===== src/rtl/register_file_pkg.sv =====
// Shared encodings for the banked register file: pair operations, register
// and pair indices, and the clear-sweep states.
package register_file_pkg;

  typedef enum logic [1:0] {
    PAIR_NONE = 2'b00,
    PAIR_LOAD = 2'b01,
    PAIR_INC  = 2'b10,
    PAIR_DEC  = 2'b11
  } pair_op_e;

  typedef enum logic {
    ST_IDLE  = 1'b0,
    ST_SWEEP = 1'b1
  } clr_state_e;

  localparam int REG_A    = 0;
  localparam int REG_B    = 1;
  localparam int REG_C    = 2;
  localparam int REG_D    = 3;
  localparam int REG_E    = 4;
  localparam int REG_H    = 5;
  localparam int REG_L    = 6;
  localparam int REG_RSVD = 7;

  localparam int PAIR_BC = 0;
  localparam int PAIR_DE = 1;
  localparam int PAIR_HL = 2;

endpackage


===== src/rtl/pair_incdec.sv =====
// Combinational register-pair increment/decrement; wrap flags the
// all-ones -> 0 (inc) or 0 -> all-ones (dec) transition.
module pair_incdec #(
  parameter int W = 16
) (
  input  logic [W-1:0] value,
  input  logic         dec,
  output logic [W-1:0] result,
  output logic         wrap
);

  assign result = dec ? (value - W'(1)) : (value + W'(1));
  assign wrap   = dec ? (value == '0) : (value == '1);

endmodule


===== src/rtl/register_file_banked.sv =====
// Dual-bank CPU register file: byte read/write ports, pair load/inc/dec,
// bank swap of the general registers, and a sequential clear sweep.
module register_file_banked
  import register_file_pkg::*;
#(
  parameter int DATA_W   = 8,
  parameter int NUM_REGS = 8,
  parameter int SEL_W    = $clog2(NUM_REGS),
  parameter int PAIR_W   = SEL_W - 1,
  parameter int BYPASS   = 1,
  parameter int HL_PAIR  = 2
) (
  input  logic                  clk,
  input  logic                  reset,
  input  logic                  wr_en,
  input  logic [SEL_W-1:0]      wr_sel,
  input  logic [DATA_W-1:0]     wr_data,
  input  logic [SEL_W-1:0]      rd_sel_a,
  input  logic [SEL_W-1:0]      rd_sel_b,
  output logic [DATA_W-1:0]     rd_data_a,
  output logic [DATA_W-1:0]     rd_data_b,
  input  logic [1:0]            pair_op,
  input  logic [PAIR_W-1:0]     pair_sel,
  input  logic [2*DATA_W-1:0]   pair_data,
  input  logic [PAIR_W-1:0]     pair_rd_sel,
  output logic [2*DATA_W-1:0]   pair_rd_data,
  output logic [2*DATA_W-1:0]   hl_out,
  output logic                  pair_carry,
  input  logic                  bank_swap,
  output logic                  active_bank,
  input  logic                  clear_req,
  output logic                  busy
);

  localparam int NUM_PAIRS = (NUM_REGS - 2) / 2;
  // Slots 0..NUM_REGS-1 hold A, bank-0 generals and the reserved register;
  // slots NUM_REGS.. hold the bank-1 copies of the generals.
  localparam int NUM_SLOTS = 2 * NUM_REGS - 2;
  localparam int PW        = 2 * DATA_W;

  logic [DATA_W-1:0] store_reg [NUM_SLOTS];
  logic [DATA_W-1:0] view      [NUM_REGS];
  logic              view_upd  [NUM_REGS];
  logic [DATA_W-1:0] view_next [NUM_REGS];

  logic              active_bank_reg;
  logic              pair_carry_reg;
  clr_state_e        state_reg;
  logic [SEL_W-1:0]  sweep_idx_reg;

  logic              busy_w;
  logic              wr_do;
  logic              pair_valid;
  logic              pair_do;
  logic              pair_step;
  pair_op_e          op_w;
  logic [SEL_W-1:0]  hi_idx;
  logic [SEL_W-1:0]  lo_idx;
  logic [PW-1:0]     pair_cur;
  logic [PW-1:0]     pair_stepped;
  logic [PW-1:0]     pair_new;
  logic              pair_wrap;
  logic [SEL_W-1:0]  rd_hi_idx;
  logic [SEL_W-1:0]  rd_lo_idx;

  assign busy_w      = (state_reg == ST_SWEEP);
  assign busy        = busy_w;
  assign active_bank = active_bank_reg;
  assign pair_carry  = pair_carry_reg;

  // Active-bank view of every logical register index.
  genvar gi;
  generate
    for (gi = 0; gi < NUM_REGS; gi++) begin : g_view
      if (gi == 0 || gi == NUM_REGS - 1) begin : g_shared
        assign view[gi] = store_reg[gi];
      end else begin : g_banked
        assign view[gi] = active_bank_reg ? store_reg[gi + NUM_REGS - 1] : store_reg[gi];
      end
    end
  endgenerate

  assign op_w       = pair_op_e'(pair_op);
  assign wr_do      = wr_en && !busy_w;
  assign pair_valid = int'(pair_sel) < NUM_PAIRS;
  assign pair_do    = !busy_w && pair_valid && (op_w != PAIR_NONE);
  assign pair_step  = pair_do && (op_w == PAIR_INC || op_w == PAIR_DEC);
  assign hi_idx     = {pair_sel, 1'b1};
  assign lo_idx     = hi_idx + SEL_W'(1);
  assign pair_cur   = {view[hi_idx], view[lo_idx]};

  pair_incdec #(.W(PW)) u_incdec (
    .value  (pair_cur),
    .dec    (op_w == PAIR_DEC),
    .result (pair_stepped),
    .wrap   (pair_wrap)
  );

  assign pair_new = (op_w == PAIR_LOAD) ? pair_data : pair_stepped;

  // Per logical register: the pair op takes precedence over a byte write.
  generate
    for (gi = 0; gi < NUM_REGS; gi++) begin : g_upd
      assign view_upd[gi]  = (pair_do && (hi_idx == SEL_W'(gi) || lo_idx == SEL_W'(gi)))
                           || (wr_do && wr_sel == SEL_W'(gi));
      assign view_next[gi] = (pair_do && hi_idx == SEL_W'(gi)) ? pair_new[PW-1:DATA_W] :
                             (pair_do && lo_idx == SEL_W'(gi)) ? pair_new[DATA_W-1:0] :
                             wr_data;
    end
  endgenerate

  generate
    for (gi = 0; gi < NUM_SLOTS; gi++) begin : g_slot
      localparam int LI     = (gi < NUM_REGS) ? gi : gi - (NUM_REGS - 1);
      localparam bit BK     = (gi >= NUM_REGS);
      localparam bit SHARED = (gi == 0) || (gi == NUM_REGS - 1);

      always_ff @(posedge clk) begin
        if (!reset) begin
          store_reg[gi] <= '0;
        end else if (busy_w) begin
          if (sweep_idx_reg == SEL_W'(LI)) store_reg[gi] <= '0;
        end else if (view_upd[LI] && (SHARED || active_bank_reg == BK)) begin
          store_reg[gi] <= view_next[LI];
        end
      end
    end
  endgenerate

  always_ff @(posedge clk) begin
    if (!reset) begin
      state_reg       <= ST_IDLE;
      sweep_idx_reg   <= '0;
      active_bank_reg <= 1'b0;
      pair_carry_reg  <= 1'b0;
    end else begin
      case (state_reg)
        ST_IDLE: begin
          if (clear_req) begin
            state_reg     <= ST_SWEEP;
            sweep_idx_reg <= '0;
          end
        end
        ST_SWEEP: begin
          sweep_idx_reg <= sweep_idx_reg + SEL_W'(1);
          if (sweep_idx_reg == SEL_W'(NUM_REGS - 1)) state_reg <= ST_IDLE;
        end
        default: state_reg <= ST_IDLE;
      endcase
      if (!busy_w && bank_swap) active_bank_reg <= ~active_bank_reg;
      if (pair_step) pair_carry_reg <= pair_wrap;
    end
  end

  always_comb begin
    rd_data_a = view[rd_sel_a];
    rd_data_b = view[rd_sel_b];
    if (BYPASS != 0 && wr_do && rd_sel_a == wr_sel) rd_data_a = wr_data;
    if (BYPASS != 0 && wr_do && rd_sel_b == wr_sel) rd_data_b = wr_data;
  end

  assign rd_hi_idx    = {pair_rd_sel, 1'b1};
  assign rd_lo_idx    = rd_hi_idx + SEL_W'(1);
  assign pair_rd_data = (int'(pair_rd_sel) < NUM_PAIRS) ? {view[rd_hi_idx], view[rd_lo_idx]} : '0;

  generate
    if (HL_PAIR < NUM_PAIRS) begin : g_hl
      assign hl_out = {view[2*HL_PAIR+1], view[2*HL_PAIR+2]};
    end else begin : g_hl_none
      assign hl_out = '0;
    end
  endgenerate

endmodule


===== config.mk =====
export PLATFORM = sky130hd
export DESIGN_NAME = register_file_banked
export DESIGN_NICKNAME = d
export VERILOG_FILES = /design/src/rtl/register_file_pkg.sv /design/src/rtl/pair_incdec.sv /design/src/rtl/register_file_banked.sv
export SDC_FILE = /design/constraint.sdc
export NUM_CORES = 1
export LEC_CHECK = 0
export ABC_CLOCK_PERIOD_IN_PS = 9150
export CAP_MARGIN = 20
export CORE_AREA = 2 2 124 126
export CTS_BUF_LIST = sky130_fd_sc_hd__clkbuf_8
export DETAILED_ROUTE_END_ITERATION = 10
export DIE_AREA = 0 0 126 128
export PLACE_DENSITY = 0.83
export SYNTH_ARGS = -nofsm -noshare
export SYNTH_HDL_FRONTEND = slang
export SYNTH_SLANG_ARGS = --single-unit

===== constraint.sdc =====
create_clock -name clk -period 9.15 [get_ports clk]
set_clock_uncertainty 0.2 [all_clocks]
set_input_delay 0.915 -clock clk [delete_from_list [all_inputs] [get_ports clk]]
set_output_delay 0.915 -clock clk [all_outputs]
set_load 0.02 [all_outputs]

== Word level (Yosys, flattened, before mapping) ==
Memory sizes are Yosys's and may differ from the RTL's.
Cells that the tools add are included.

* Bits in registers: 6
* Output and inout bits: 51
* Logic and storage cells: 317
* Input bits: 44
* Bits in writable memories: 112
* Memories kept: 1

{| class="wikitable"
|+ Memory list
! memory !! words !! width !! rd ports !! clocked after memory_dff !! write ports !! RTL line !! source
|-
| store_reg || 14 || 8 || 14 || 0 || 14 || register_file_banked.sv:41 || <nowiki>logic [DATA_W-1:0] store_reg [NUM_SLOTS];</nowiki>
|}

* Bitwise gates (word level): 36
* Reduce and logical (&&, ||, !) cells: 67
* Mux-type cells: 165
* Equal/unequal tests: 31
* Add/subtract/negate cells: 5
* Order comparisons: 8

{| class="wikitable"
|+ Operators by type and width
! kind !! number
|-
| $mux W8 || 61
|-
| $bmux W8 S3 || 6
|-
| $mux W1 || 92
|-
| $mux W16 || 3
|-
| $logic_and A1 B1 Y1 || 45
|-
| $eq A3 B3 Y1 const B || 12
|-
| $or A1 B1 Y1 || 28
|-
| $ge A4 B4 Y1 const B || 6
|-
| $not A3 Y4 || 6
|-
| $eq A3 B2 Y1 const B || 6
|-
| $add A16 B1 Y16 const B || 1
|-
| $eq A16 B16 Y1 const B || 1
|-
| $logic_not A16 Y1 || 1
|-
| $sub A16 B1 Y16 const B || 1
|-
| $logic_or A1 B1 Y1 || 14
|-
| $logic_not A3 Y1 || 4
|-
| $add A3 B1 Y3 const B || 3
|-
| $eq A3 B1 Y1 const B || 3
|-
| $eq A2 B2 Y1 const B || 4
|-
| $eq A3 B3 Y1 || 2
|-
| $pmux W3 S2 || 1
|-
| $eq A2 B1 Y1 const B || 2
|-
| $lt A2 B2 Y1 const B || 2
|-
| $mux W3 || 1
|-
| other kinds (6) || 7
|}

== Longest topological paths before layout ==
* Depth after elaboration: 11
* Mapped depth: 18
* Depth with buffers taken out: 16

== Cells and area by module ==
A second synthesis with hierarchy kept.

* Cells, all modules: 883
* Area, all modules: 9,537.9 µm²

{| class="wikitable"
|+ By module, submodules not included
! module !! area an instance (µm²) !! cells an instance !! instances !! seq. area each (µm²)
|-
| register_file_banked || 8,723.4 || 770 || 1 || 3,483.3
|-
| pair_incdec || 814.5 || 113 || 1 || 0.0
|}

== Least setup slack after synthesis ==
No wires, ideal clock.

* Path type: in2reg
* Start point: input pair_sel[0]
* End point: memory store_reg[10][4] (data pin)
* Buffers on the path: 2
* Slack: 4.393 ns
* Library setup time: 0.262 ns
* Data arrival time: 4.295 ns
* Cell stages on the path: 15
* Cells stage by stage: inv_2 buf_2 ha_1 buf_2 mux4_2 ha_1 nor2b_1 o21ai_0 a21oi_1 nor4b_1 nor3_1 or4_1 nand3_1 a31oi_1 nor2b_1

{| class="wikitable"
|+ RTL lines
! what !! RTL line !! source
|-
| start: declaration || register_file_banked.sv:23 || <nowiki>input logic [PAIR_W-1:0] pair_sel,</nowiki>
|-
| end: declaration || register_file_banked.sv:41 ||
|}

==> out/results.ini <==
[die]
rows = 45
ioPinCount = 95
die_w_um = 126
die_area_um2 = 16100
core_area_um2 = 14900
start_util = 0.587
die_h_um = 128

[detailed_routing]
dr_total_vias = 7552
wl_per_cell_um = 26.4
postRouteAntennaNets = 0
drtIter0Drc = 1366
wl_met3_mm = 4.39
firstDrtPassIters = 6
dr_wl_met2_mm = 12.3
highest_layer = met5
drt_wl_total_mm = 28.3
drt-met1-wl_mm = 9.88
vias_per_cell = 7.06
route.detailed.drc = 0

[timing]
fin_crit_sh = 0.617
finalSetupTns_ns = 0
slew-limit-headroom = 0.317
maxSlewViolCount = 0
fin_crit_ns = 5.64
worstMarginPinSlew_ns = 1.01
finalSetupViolations = 0
rsz0062_at_grt = no
hold_viol_final = 0
timing.fmax_ghz = 0.177

[global_routing]
grt.overflow.total = 0
grt.total_usage = 0.355
grt_pass1_vias = 7112
grt_max_degree = 52
antenna_found_initial = 1
grt_pass1_wl_mm = 42.4

[worst_setup_path]
path_cells = clkdlybuf4s50_1, inv_2, ha_1, mux4_2, nand2_1, o21ai_0, inv_1, fa_1, nor2b_1, o21ai_0, a21oi_1, nor4b_1, nor3_1, or4_1, nand3_1, a31oi_1, nor2b_1
cp_slowest_cell = nor4b_1
max_stage_delay_ns = 0.63
worstRegToRegCells = 13
cp-start-kind = input port
required_ns = 9.13
critical_path_arrival_ns = 5.62
crit_path_end_kind = flip-flop
worstSetupPathType = in2reg
cp_max_fo = 19

[yosys]
synth-adder-area-share = 0.0396
ys_types = 51
synth_edf_count = 112
synth.area.top_cells = edfxtp_1 39%, mux4_2 17%, nor2_1 6.1%
synth_most_common_cell = nor2_1
synth_top_family_by_area = multiplexers
synth_cells = 799
ys.warnings.count = 0
syn_avg_cell_area_um2 = 10.9
ys_async_sr_fraction = 0
netlist.area_leader.share = 0.385
ys_seq_area_frac = 0.399
synth-simple-area-share = 0.154
synthMuxAreaShare = 0.267
synth_area_leader_cell = edfxtp_1
synth-seq-cells = 118
synth_xor_area_frac = 0.0171
synth_compound_area_frac = 0.0916
synth.top_cells.by_count = 141 x nor2_1, 112 x edfxtp_1, 64 x mux4_2
syn-num-nets = 870
synth_ff_type = edfxtp_1
netlist_area_um2 = 8730

[power]
p_clk_frac = 0.288
p_comb_frac = 0.331
seqPwrFrac = 0.382
leakage_nw = 3.68
peakVddDrop_mv = 0.102
p_sw_mw = 0.550
report.power.total_mw = 1.66
p_per_area_nw_per_um2 = 164
internal_power_mw = 1.11
p_sw_frac = 0.330

[run]
cap_violations = 0

[hold_path]
min_path_type = reg2reg
hold_depth = 2

[clock_tree]
clock-sinks = 118
cts_post_setup_buffers_inserted = 0
ctsResizeCount = 0
clkTransAtPathRegs_ns = 0.07
cts-root-buf = clkbuf_8
cts_htree_levels = 4
clock_latency_ns = 0.44
postCtsHoldBufs = 0
cts_buffers = 17
cts_tree = built
ctsLongestPathBuffers = 2

[cells_and_area]
largest_reg_flops = 112
drive_above_1_share = 0.173
antennaDiodeCount = 0
nNetsFinal = 939
syn2layout_area_growth_pct = 16.1
nFillCells = 1136
instances_no_fill = 1069

[placement]
gp_congestion = 1.08
dp.cells = 1036
dp_hpwl_mm = 21.0
io_buffers = 94

[status]
status = finished clean

-- metrics by stage --
step	area [um^2]	hold WS, ns	setup WS [ns]	utilization
2_1_floorplan	8730	0.371	4.39	-
3_3_place_gp	9720	0.321	3.28	0.654
3_5_place_dp	9720	0.335	3.14	0.654
4_1_cts	10100	0.347	3.60	0.681
5_1_grt	10100	0.381	3.23	0.682
6_report	10100	0.354	3.51	0.682
-- worst max-delay path, delay by kind of cell --
family | cells | cell delay [ns]
buffers and inverters | 3 | 1.02
AO/OA/AOI/OAI | 4 | 0.59
AND/OR/NAND/NOR | 7 | 1.89
multiplexers | 1 | 0.38
adder cells (fa/ha/maj) | 2 | 0.83
-- routing by layer --
layer | GRT usage | vias up
met5 | 0.0341 | -
met4 | 0.178 | 4
met3 | 0.113 | 118
met2 | 0.522 | 696
met1 | 0.477 | 3572
li1 | - | 3162
-- final cells by class --
class	count	area (um^2)	area share
Multi-Input combinational cell	615	4970	0.490
Sequential cell	118	3480	0.344
Timing Repair Buffer	99	986	0.0973
Tap cell	188	235	0.0232
Clock buffer	17	234	0.0231
Clock inverter	15	163	0.0161
Inverter	17	63.8	0.00630
-- layout by cell type, fill, tap and decap left out, types with 4 or more instances in the layout --
| master | count |
|---|---|
| nand2b_1 | 4 |
| a21o_1 | 7 |
| clkinv_1 | 4 |
| inv_1 | 15 |
| and3_1 | 4 |
| o21a_1 | 4 |
| mux4_2 | 64 |
| a211oi_1 | 5 |
| ha_1 | 26 |
| nor3_1 | 12 |
| xnor2_1 | 14 |
| nor2b_1 | 31 |
| a31oi_1 | 4 |
| and2_1 | 18 |
| clkbuf_8 | 17 |
| clkdlybuf4s50_1 | 94 |
| a21oi_1 | 46 |
| mux2_2 | 46 |
| a311oi_1 | 8 |
| nand3_1 | 21 |
| nand2_1 | 50 |
| dfxtp_1 | 5 |
| mux2i_1 | 34 |
| nor2_1 | 141 |
| o21bai_1 | 6 |
| o21ai_0 | 26 |
| buf_4 | 4 |
| edfxtp_1 | 112 |
| nand4_1 | 8 |
| a2111oi_0 | 6 |
| clkinvlp_4 | 4 |
-- power by group through the flow --
stage	clock network (mW)	registers [mW]	logic, mW
global route	0.500	0.636	0.573
global placement	0	0.643	0.525
detailed placement	0	0.645	0.529
finish	0.479	0.635	0.550
floorplan	0	0.639	0.341
CTS	0.477	0.633	0.532
-- cells by family after synthesis --
group / count (synthesis)
DFF: 118
muxes: 146
buffers and inverters: 66
adders and majority gates: 27
xor gates and xnor gates: 17
and+or+nand+nor: 297
AOI/OAI and AO/OA: 128
-- path summary, 6_finish.rpt --
check | from | endpoint | slack, ns
setup / recovery | pair_sel[0] | store_reg[1][4] | 3.51
hold / removal | pair_carry | pair_carry | 0.35
setup reg to reg | active_bank | store_reg[1][4] | 3.90
hold reg to reg | pair_carry | pair_carry | 0.35
Note: power is estimated with default switching activity, not from simulation.
